### config.mk
export PLATFORM = sky130hd
export DESIGN_NAME = sync_fifo_param
export DESIGN_NICKNAME = d
export VERILOG_FILES = /design/src/rtl/sync_fifo_param.sv
export SDC_FILE = /design/constraint.sdc
export NUM_CORES = 1
export LEC_CHECK = 0
export BUFFER_PORTS_ARGS = -buffer_cell sky130_fd_sc_hd__buf_2
export CAP_MARGIN = 10
export CORE_MARGIN = 1.5
export CORE_UTILIZATION = 31
export DETAILED_ROUTE_END_ITERATION = 7
export SLEW_MARGIN = 0
export SYNTH_ARGS = -nofsm -noshare
export SYNTH_HDL_FRONTEND = slang
export SYNTH_SLANG_ARGS = --single-unit
### constraint.sdc
create_clock -name clk -period 2.3 [get_ports clk]
set_input_delay 0.23 -clock clk [delete_from_list [all_inputs] [get_ports clk]]
set_output_delay 0.23 -clock clk [all_outputs]
set_load 0.01 [all_outputs]
### src/rtl/sync_fifo_param.sv
// Parameterised synchronous FIFO with first-word-fall-through read, count-decoded
// status flags and sticky overflow/underflow error flags.
module sync_fifo_param #(
   parameter int DATA_WIDTH = 8,
   parameter int ADDR_WIDTH = 2,
   parameter int AF_LEVEL   = (2 ** ADDR_WIDTH) - 1,
   parameter int AE_LEVEL   = 1
) (
   input  logic                  clk,
   input  logic                  rst,
   input  logic                  flush,
   input  logic                  push,
   input  logic [DATA_WIDTH-1:0] push_data,
   input  logic                  pop,
   output logic [DATA_WIDTH-1:0] pop_data,
   output logic                  full,
   output logic                  empty,
   output logic                  almost_full,
   output logic                  almost_empty,
   output logic [ADDR_WIDTH:0]   count,
   output logic                  overflow,
   output logic                  underflow,
   input  logic                  clr_err
);

   localparam int DEPTH = 2 ** ADDR_WIDTH;
   localparam logic [ADDR_WIDTH:0] L_DEPTH = (ADDR_WIDTH + 1)'(DEPTH);
   localparam logic [ADDR_WIDTH:0] L_AF    = (ADDR_WIDTH + 1)'(AF_LEVEL);
   localparam logic [ADDR_WIDTH:0] L_AE    = (ADDR_WIDTH + 1)'(AE_LEVEL);

   logic [DATA_WIDTH-1:0] r_mem [DEPTH];
   logic [ADDR_WIDTH-1:0] r_wptr;
   logic [ADDR_WIDTH-1:0] r_rptr;
   logic [ADDR_WIDTH:0]   r_count;
   logic                  r_overflow;
   logic                  r_underflow;

   logic w_full;
   logic w_empty;
   logic w_push_ok;
   logic w_pop_ok;
   logic w_push_rej;
   logic w_pop_rej;
   logic w_active;

   assign w_full     = (r_count == L_DEPTH);
   assign w_empty    = (r_count == '0);
   // A pop frees a slot in the same cycle, so a push at full is still accepted.
   assign w_push_ok  = push & (~w_full | pop);
   assign w_pop_ok   = pop & ~w_empty;
   assign w_push_rej = push & ~w_push_ok;
   assign w_pop_rej  = pop & ~w_pop_ok;
   assign w_active   = ~rst & ~flush;

   always_ff @(posedge clk) begin
      if (w_active && w_push_ok) begin
         r_mem[r_wptr] <= push_data;
      end
   end

   always_ff @(posedge clk) begin
      if (rst || flush) begin
         r_wptr  <= '0;
         r_rptr  <= '0;
         r_count <= '0;
      end else begin
         if (w_push_ok) begin
            r_wptr <= r_wptr + ADDR_WIDTH'(1);
         end
         if (w_pop_ok) begin
            r_rptr <= r_rptr + ADDR_WIDTH'(1);
         end
         case ({w_push_ok, w_pop_ok})
            2'b10:   r_count <= r_count + (ADDR_WIDTH + 1)'(1);
            2'b01:   r_count <= r_count - (ADDR_WIDTH + 1)'(1);
            default: r_count <= r_count;
         endcase
      end
   end

   // Error flags: a new rejection beats clr_err; flush neither sets nor clears them.
   always_ff @(posedge clk) begin
      if (rst) begin
         r_overflow  <= 1'b0;
         r_underflow <= 1'b0;
      end else begin
         if (!flush && w_push_rej) begin
            r_overflow <= 1'b1;
         end else if (clr_err) begin
            r_overflow <= 1'b0;
         end
         if (!flush && w_pop_rej) begin
            r_underflow <= 1'b1;
         end else if (clr_err) begin
            r_underflow <= 1'b0;
         end
      end
   end

   assign pop_data     = r_mem[r_rptr];
   assign full         = w_full;
   assign empty        = w_empty;
   assign almost_full  = (r_count >= L_AF);
   assign almost_empty = (r_count <= L_AE);
   assign count        = r_count;
   assign overflow     = r_overflow;
   assign underflow    = r_underflow;

endmodule

; Yosys cells after proc, flatten, opt, wreduce, memory -nomap -nowiden
; Memories as Yosys holds them, arrays and structs flattened. A register that Yosys moved wholly into a read port is not among the register bits.
; Index checks and enable logic that the tools add are counted.
[word_totals]
ff_bits = 9
ramBits = 32
word_cells = 44
n_memories = 1
[op_classes]
add_sub_neg = 4
order_cmp = 2
n_eq_ne = 3
muxes = 8
bitwise_logic = 12
reduce_logical = 9
[memory_table]
columns = memory, depth, word_bits, rd, rd_ports_with_merged_regs, write_ports, line
row1 = r_mem, 4, 8, 1, 1, 1, 31  ; logic [DATA_WIDTH-1:0] r_mem [DEPTH];
[ops]
columns = cell, n
row1 = $not A1 Y1, 6
row2 = $pmux W3 S2, 1
row3 = $reduce_bool A2 Y1, 3
row4 = $and A1 B1 Y1, 5
row5 = $mux W1, 5
row6 = $add A2 B1 Y2 const B, 2
row7 = $mux W2, 2
row8 = $add A3 B1 Y3 const B, 1
row9 = $eq A3 B3 Y1 const B, 1
row10 = $ge A3 B2 Y1 const B, 1
row11 = $le A3 B1 Y1 const B, 1
row12 = $logic_and A1 B1 Y1, 3
row13 = $logic_not A3 Y1, 1
row14 = $sub A3 B1 Y3 const B, 1
row15 = $eq A2 B1 Y1 const B, 1
row16 = $eq A2 B2 Y1 const B, 1
row17 = $logic_not A1 Y1, 1
row18 = $logic_or A1 B1 Y1, 1
row19 = $or A1 B1 Y1, 1

; Longest topological paths before layout
; Gate-level depths: netlist (run 1).
[logic_depth]
ltp_word = 8
mapped_depth = 9
mapped_depth_nobuf = 9

; Worst setup path before layout (run 1)
; OpenSTA, ideal clock, no wires.
[synth_path]
path_kind = register -> register
startpoint = register r_count[0] (netlist: count[0])
endpoint = register r_count[2] (netlist: count[2])
setup_time_ns = 0.092
arrival_time_ns = 1.760
required_ns = 2.208
path_slack_ns = 0.448
stages_incl_launch_ff = 8
period_less_slack_ns = 1.852
cell_sequence = dfxtp_1 > inv_1 > ha_1 > nand3b_1 > and2_1 > inv_1 > ha_1 > o32ai_1
[synth_between]
elab_chain_cells = 6
elab_cells_between_ends = 13
cone_classes = 2 x add/sub / 3 x eq/ne / 1 x mux / 5 x bitwise / 2 x reduce/logical
[synth_lines]
columns = element, line
row1 = "start, declared", 34  ; logic [ADDR_WIDTH:0] r_count;
row2 = "start signal, assigned", 74  ; 2'b10: r_count <= r_count + (ADDR_WIDTH + 1)'(1);
row3 = "start signal, assigned", 75  ; 2'b01: r_count <= r_count - (ADDR_WIDTH + 1)'(1);
row4 = "start signal, assigned", 76  ; default: r_count <= r_count;
row5 = $eq A3 B3 Y1, 46  ; assign w_full = (r_count == L_DEPTH);
row6 = $not A1 Y1, 49  ; assign w_push_ok = push & (~w_full | pop);
row7 = $or A1 B1 Y1, 49
row8 = $and A1 B1 Y1, 49
row9 = $eq A2 B1 Y1 or $eq A2 B2 Y1 (tied branches), 73  ; case ({w_push_ok, w_pop_ok})
row10 = $pmux W3 S2 or $reduce_bool A2 Y1 (tied branches), n/a
; Parallel ways exist; a longest one is shown, timed or not.
; A chain may end at the register's enable or synchronous reset.

; Worst setup path in the final report (run 1)
[layout_path]
startpoint = register r_count[0] (netlist: count[0])
endpoint = memory r_mem[3][1] (enable)
[layout_between]
elab_chain_cells = 7
[layout_lines]
columns = element, line
row1 = $eq A3 B3 Y1, 46
row2 = $not A1 Y1, 49
row3 = $or A1 B1 Y1, 49
row4 = $and A1 B1 Y1, 49
row5 = $logic_and A1 B1 Y1, 56  ; if (w_active && w_push_ok) begin
row6 = $mux W1, 56
row7 = $mux W1 (not written as such), 57  ; r_mem[r_wptr] <= push_data;
row8 = "end, declared", 31
; Every way passes these cells.

==> results of run 1 <==
[logic make-up after synthesis]
logic type,after synthesis,share of synthesized area (%)
compound gates,16,6.22
xor+xnor,2,0.968
fa+ha+maj,10,6.91
buf+inv,16,3.80
flops,43,65.2
mux,8,9.95
simple gates,24,6.91
[power by group through the flow]
stage,clock network [mW],logic [mW],registers (mW)
floorplan,0,0.0796,0.870
global placement,0,0.119,0.871
detailed placement,0,0.121,0.873
CTS,0.457,0.122,0.855
global route,0.482,0.136,0.857
finish,0.442,0.121,0.855
[per-layer routing]
| layer | wire length, um | global-route usage, % |
|---|---|---|
| met3 | 210 | 2.86 |
| met2 | 1550 | 17.7 |
| met5 | 0 | 0 |
| met1 | 1390 | 14.1 |
| met4 | 54 | 5.26 |
[worst min-delay path by stage]
stage,endpoint,slack (ns),cells past startpoint
floorplan,overflow,0.30,1
global placement,r_mem[0][1],0.45,1
detailed placement,r_mem[3][6],0.46,1
CTS,overflow,0.15,2
global route,r_mem[0][6],0.16,1
finish,overflow,0.16,2
[flip-flops by register name, indices dropped and copies added (netlist names), named ones only]
name / count
count: 3
overflow: 1
r_mem: 32
r_rptr: 2
r_wptr: 2
underflow: 1
[cell type report]
class | instances | area, um^2
tap | 72 | 90.1
clock inverter | 2 | 8.76
fill | 551 | 3470
multi-input combinational | 60 | 561
timing repair buffer | 30 | 150
clock buffer | 6 | 72.6
sequential | 43 | 1180
inverter | 12 | 45.0
[cells in the final DEF (no fill, tap or decap), types with 2 or more instances in the layout]
cell type,count
clkbuf_8,5
inv_1,12
and3_1,4
or3_1,2
nor2_1,9
buf_2,30
nand2_1,2
xor2_1,2
ha_1,10
edfxtp_1,32
a21oi_1,5
mux4_2,8
dfxtp_1,11
o21ai_0,2
[worst max-delay path, cell delays in order (launching register included)]
cell      delay [ns]
dfxtp_1         0.42
inv_1           0.11
ha_1            0.23
nand3b_1        0.17
and2_1          0.26
and3_1          0.47
[metrics by stage]
stage                     cell area (um^2)  utilization [%]  setup WS [ns]  total power [mW]
after global placement                2030             36.4          0.391             0.990
after floorplan                       1810                -          0.448             0.950
after CTS                             2110             37.8          0.240              1.43
after detailed placement              2030             36.4          0.268             0.994
after global routing                  2110             37.8         0.0260              1.47
final                                 2110             37.8          0.281              1.42
==> run_results.csv, run 1 <==
group,metric,value,unit
worst_setup_path,cp_data_arrival_time,1.96,ns
floorplanning,ioPinCount,31,
worst_setup_path,crit_start,"count[0]",
timing,slew_headroom,61.8,%
layout,nNetsFinal,176,
layout,diodes,0,
floorplanning,die_y,79.4,um
clocking,cts.sinks,43,
synth,yosysMostFrequentCell,"edfxtp_1",
floorplanning,coreArea,5570,um^2
clocking,ctsHoldBuffers,0,
drt,via_count,1048,
synth,synthTopCellsByArea,"edfxtp_1, dfxtp_1, mux4_2",
run,cap_violations,0,
floorplanning,start_util,32.5,%
clocking,worstSkewPairLatency,0.29,ns
drt,post_drt_wl_per_cell,14.2,um
synth,async_reset_ff_share,0,%
status,status,"finished, final reports clean",
synth,synth_ff_type,"edfxtp_1",
layout,drive_gt1_share,30.7,%
timing,fin_crit,2.02,ns
layout,final_cells,225,
global_routing,grt_pass1_vias,1015,
global_routing,grt_pass1_wl,5.12,mm
drt,drc_errors,0,
power,p_sw,0.312,mW
power,p_leak,0.805,nW
drt,viasPerCell,4.66,
synth,synth_top_area_share,53.1,%
worst_setup_path,critical_path_class,"flip-flop to flip-flop",
timing,fin_crit_sh,87.8,%
floorplanning,fp.dieArea,6310,um^2
global_routing,gr-total-overflow,0,
synth,syn_area_per_cell,15.2,um^2
drt,antenna_left,0,
timing,tns,0,ns
worst_setup_path,r2r_start,"count[0]",
synth,synth_top_area_cell,"edfxtp_1",
clocking,clock_path_buffers,2,
placed_design,dp_hpwl,2.31,mm
worst_setup_path,cp.required,2.24,ns
synth,yosysUniqueCellTypes,32,
synth,yosysSeqAreaShare,65.2,%
drt,drtIter0Drc,32,
timing,finalSetupViolCount,0,
synth,yosysWarnings,0,
worst_setup_path,crit_end,"r_mem[3][1]",
timing,finalHoldWorstSlack,0.158,ns
power,p_int,1.11,mW
timing,skew,0.00585,ns
timing,hold_violations,0,
timing,slew_violations,0,
placed_design,numPortBuffers,30,
drt,wl,3.20,mm
power,power_density,672,nW/um^2
timing,fmax,0.495,GHz
worst_setup_path,cp-start-kind,"flip-flop",
clocking,numCtsBuffers,5,
worst_setup_path,reg2reg_slack,0.28,ns
clocking,htreeDepth,2,
power,clockPowerShare,31.2,%
worst_setup_path,cp_max_fo,8,
timing,tightest_slew,0.572,ns
synth,synth-edff-count,32,
clocking,cts_tree,"yes",
worst_hold_path,worstHoldStart,"rst",
clocking,clk_pin_slew_worst_paths,0.07,ns
global_routing,track_usage,11.1,%
floorplanning,die_w,79.4,um
synth,synth_commonest_cells,"edfxtp_1, inv_1, dfxtp_1",
worst_setup_path,end_kind,"flip-flop",
clocking,ctsRootBufferMaster,"clkbuf_8",
drt,firstDrtPassIters,4,
worst_setup_path,r2r-end,"r_mem[3][1]",
worst_setup_path,ff2ff_path_depth,5,
placed_design,place_congestion,0.743,
global_routing,antenna_found_initial,0,
layout,area_growth,16.4,%
synth,netlist_area,1810,um^2
clocking,cts_setup_buffers,0,
power,irDropWorstVdd,0.288,mV
power,share_seq_of_total_power,60.3,%
power,switching_share,22.0,%
floorplanning,rows,27,
worst_hold_path,min_path_type,"primary input to flip-flop",
global_routing,grt_max_degree,14,
synth,ys_ff_latch,43,
timing,rsz0062_at_grt,"no",
placed_design,dpl.cell_count,217,
synth,synthesis.nets,143,
power,pwr-share-comb,8.5,%
clocking,ctsResizeCount,0,
synth,netlist_instances,119,
No activity file was read; power rests on OpenSTA's default activity.
==> inputs of run 2 (changes only) <==
--- a/config.mk
+++ b/config.mk
@@ -10,6 +10,7 @@
 export CORE_MARGIN = 1.5
 export CORE_UTILIZATION = 31
 export DETAILED_ROUTE_END_ITERATION = 7
+export PLACE_DENSITY = 0.54
 export SLEW_MARGIN = 0
 export SYNTH_ARGS = -nofsm -noshare
 export SYNTH_HDL_FRONTEND = slang
==> run_results.csv, run 2 (synthesis gave the netlist of run 1 again) <==
group,metric,value,unit
global_routing,gr-total-overflow,0,
power,p_leak,0.805,nW
layout,num-fill-cells,565,
clocking,cts_tree,"yes",
timing,rsz0062_at_grt,"no",
worst_setup_path,crit_buf_inv,1,
layout,diodes,0,
layout,multi_input_area,561,um^2
clocking,cts.sinks,43,
floorplanning,coreArea,5570,um^2
global_routing,grt_pass1_vias,1082,
global_routing,top_usage_layer,"met2",
worst_setup_path,cpMaxStageDelayCell,"and3_1",
worst_setup_path,cp-start-kind,"flip-flop",
placed_design,place_congestion,0.691,
worst_setup_path,cp_max_fo,8,
drt,drc_errors,0,
timing,tightest_slew,0.558,ns
layout,final_cell_mix,"edfxtp_1, buf_2, inv_1, dfxtp_1, ha_1",
clocking,clk_pin_slew_worst_paths,0.08,ns
timing,fin_crit,2.01,ns
global_routing,grtUsageMet1,13.7,%
drt,viasPerCell,4.71,
clocking,htreeDepth,2,
global_routing,grt_max_degree,13,
floorplanning,die_w,79.4,um
worst_setup_path,crit_chain,"inv_1 > ha_1 > nand3b_1 > and2_1 > and3_1",
layout,area_growth,16.4,%
drt,drtIter0Drc,25,
timing,skew,0.00623,ns
drt,wl,3.11,mm
global_routing,met3_usage,3.89,%
global_routing,grt_pass1_wl,5.26,mm
clocking,cts_setup_buffers,0,
layout,final_common_cell,"edfxtp_1",
run,cap_violations,0,
drt,antenna_left,0,
clocking,clock_path_buffers,2,
global_routing,grtUsageMet2,18.4,%
worst_hold_path,min_path_type,"primary input to flip-flop",
layout,final_cells,225,
drt,via_count,1059,
timing,hold_violations,0,
floorplanning,fp.dieArea,6310,um^2
worst_setup_path,cp_data_arrival_time,1.95,ns
floorplanning,rows,27,
global_routing,antenna_found_initial,0,
timing,finalSetupViolCount,0,
floorplanning,ioPinCount,31,
timing,fmax,0.497,GHz
worst_setup_path,critPathMaxStageDelay,0.46,ns
clocking,ctsHoldBuffers,0,
clocking,worstSkewPairLatency,0.28,ns
drt,post_drt_wl_per_cell,13.8,um
worst_setup_path,end_kind,"flip-flop",
placed_design,numPortBuffers,30,
layout,seq_area,1180,um^2
layout,nNetsFinal,176,
layout,drive_gt1_share,30.7,%
clocking,ctsRootBufferMaster,"clkbuf_8",
drt,firstDrtPassIters,4,
power,power_density,673,nW/um^2
worst_setup_path,critical_path_class,"flip-flop to flip-flop",
placed_design,dpl.cell_count,217,
timing,tns,0,ns
worst_setup_path,cp.required,2.24,ns
worst_setup_path,cp_top_family,"simple AND/OR/NAND/NOR gates",
clocking,numCtsBuffers,5,
power,irDropWorstVdd,0.271,mV
floorplanning,start_util,32.5,%
layout,largest_reg_flops,32,
floorplanning,die_y,79.4,um
clocking,ctsResizeCount,0,
layout,top_register,"r_mem",
timing,fin_crit_sh,87.4,%
placed_design,dp_hpwl,2.26,mm
timing,slew_violations,0,
global_routing,track_usage,11.3,%
status,status,"finished, final reports clean",
timing,slew_headroom,62.7,%
run 2: cell count changes in the layout (fill, tap and decap cells not counted):
cell      change
clkbuf_1      +1
clkinv_1      -1
run 2: area by class of cell:
type                       instances  area share [%]
sequential                        43            56.0
multi-input combinational         60            26.6
timing repair buffer              30            7.12
tap                               72            4.27
clock buffer                       7            3.62
inverter                          12            2.14
clock inverter                     1           0.237
run 2: worst register-to-register path, delay by kind of cell (launching register included):
| kind | cells | cell delay (ns) |
|---|---|---|
| AND/OR/NAND/NOR | 3 | 0.89 |
| flip-flops | 1 | 0.42 |
| adder cells (fa/ha/maj) | 1 | 0.24 |
| buffers and inverters | 1 | 0.12 |
run 2: power breakdown:
part / switching, mW / total, mW / internal [mW]
Combinational: 0.0674 / 0.120 / 0.0525
Clock: 0.231 / 0.444 / 0.213
Sequential: 0.0101 / 0.855 / 0.844
run 2: worst paths after layout:
path / startpoint / end / slack, ns / cells after the start
hold / removal: push_data[4] / r_mem[0][4] / 0.16 / 1
hold reg to reg: overflow / overflow / 0.50 / 2
setup reg to reg: count[0] / r_mem[0][6] / 0.29 / 5
setup / recovery: count[0] / r_mem[0][6] / 0.29 / 5
run 2: metrics by stage:
step / hold WS [ns] / utilization, % / worst slack [ns] / total power [mW] / area, um^2
2_1_floorplan: 0.302 / - / 0.448 / 0.950 / 1810
3_3_place_gp: 0.446 / 36.4 / 0.368 / 0.990 / 2030
3_5_place_dp: 0.454 / 36.4 / 0.227 / 0.994 / 2030
4_1_cts: 0.143 / 37.8 / 0.217 / 1.44 / 2110
5_1_grt: 0.149 / 37.8 / 0.0557 / 1.48 / 2110
6_report: 0.157 / 37.8 / 0.289 / 1.42 / 2110
run 2: per-layer routing:
metal  wire length [um]  up-vias
li1                   -      510
met1               1370      510
met2               1490       33
met3                202        6
met4                 50        0
met5                  0        -
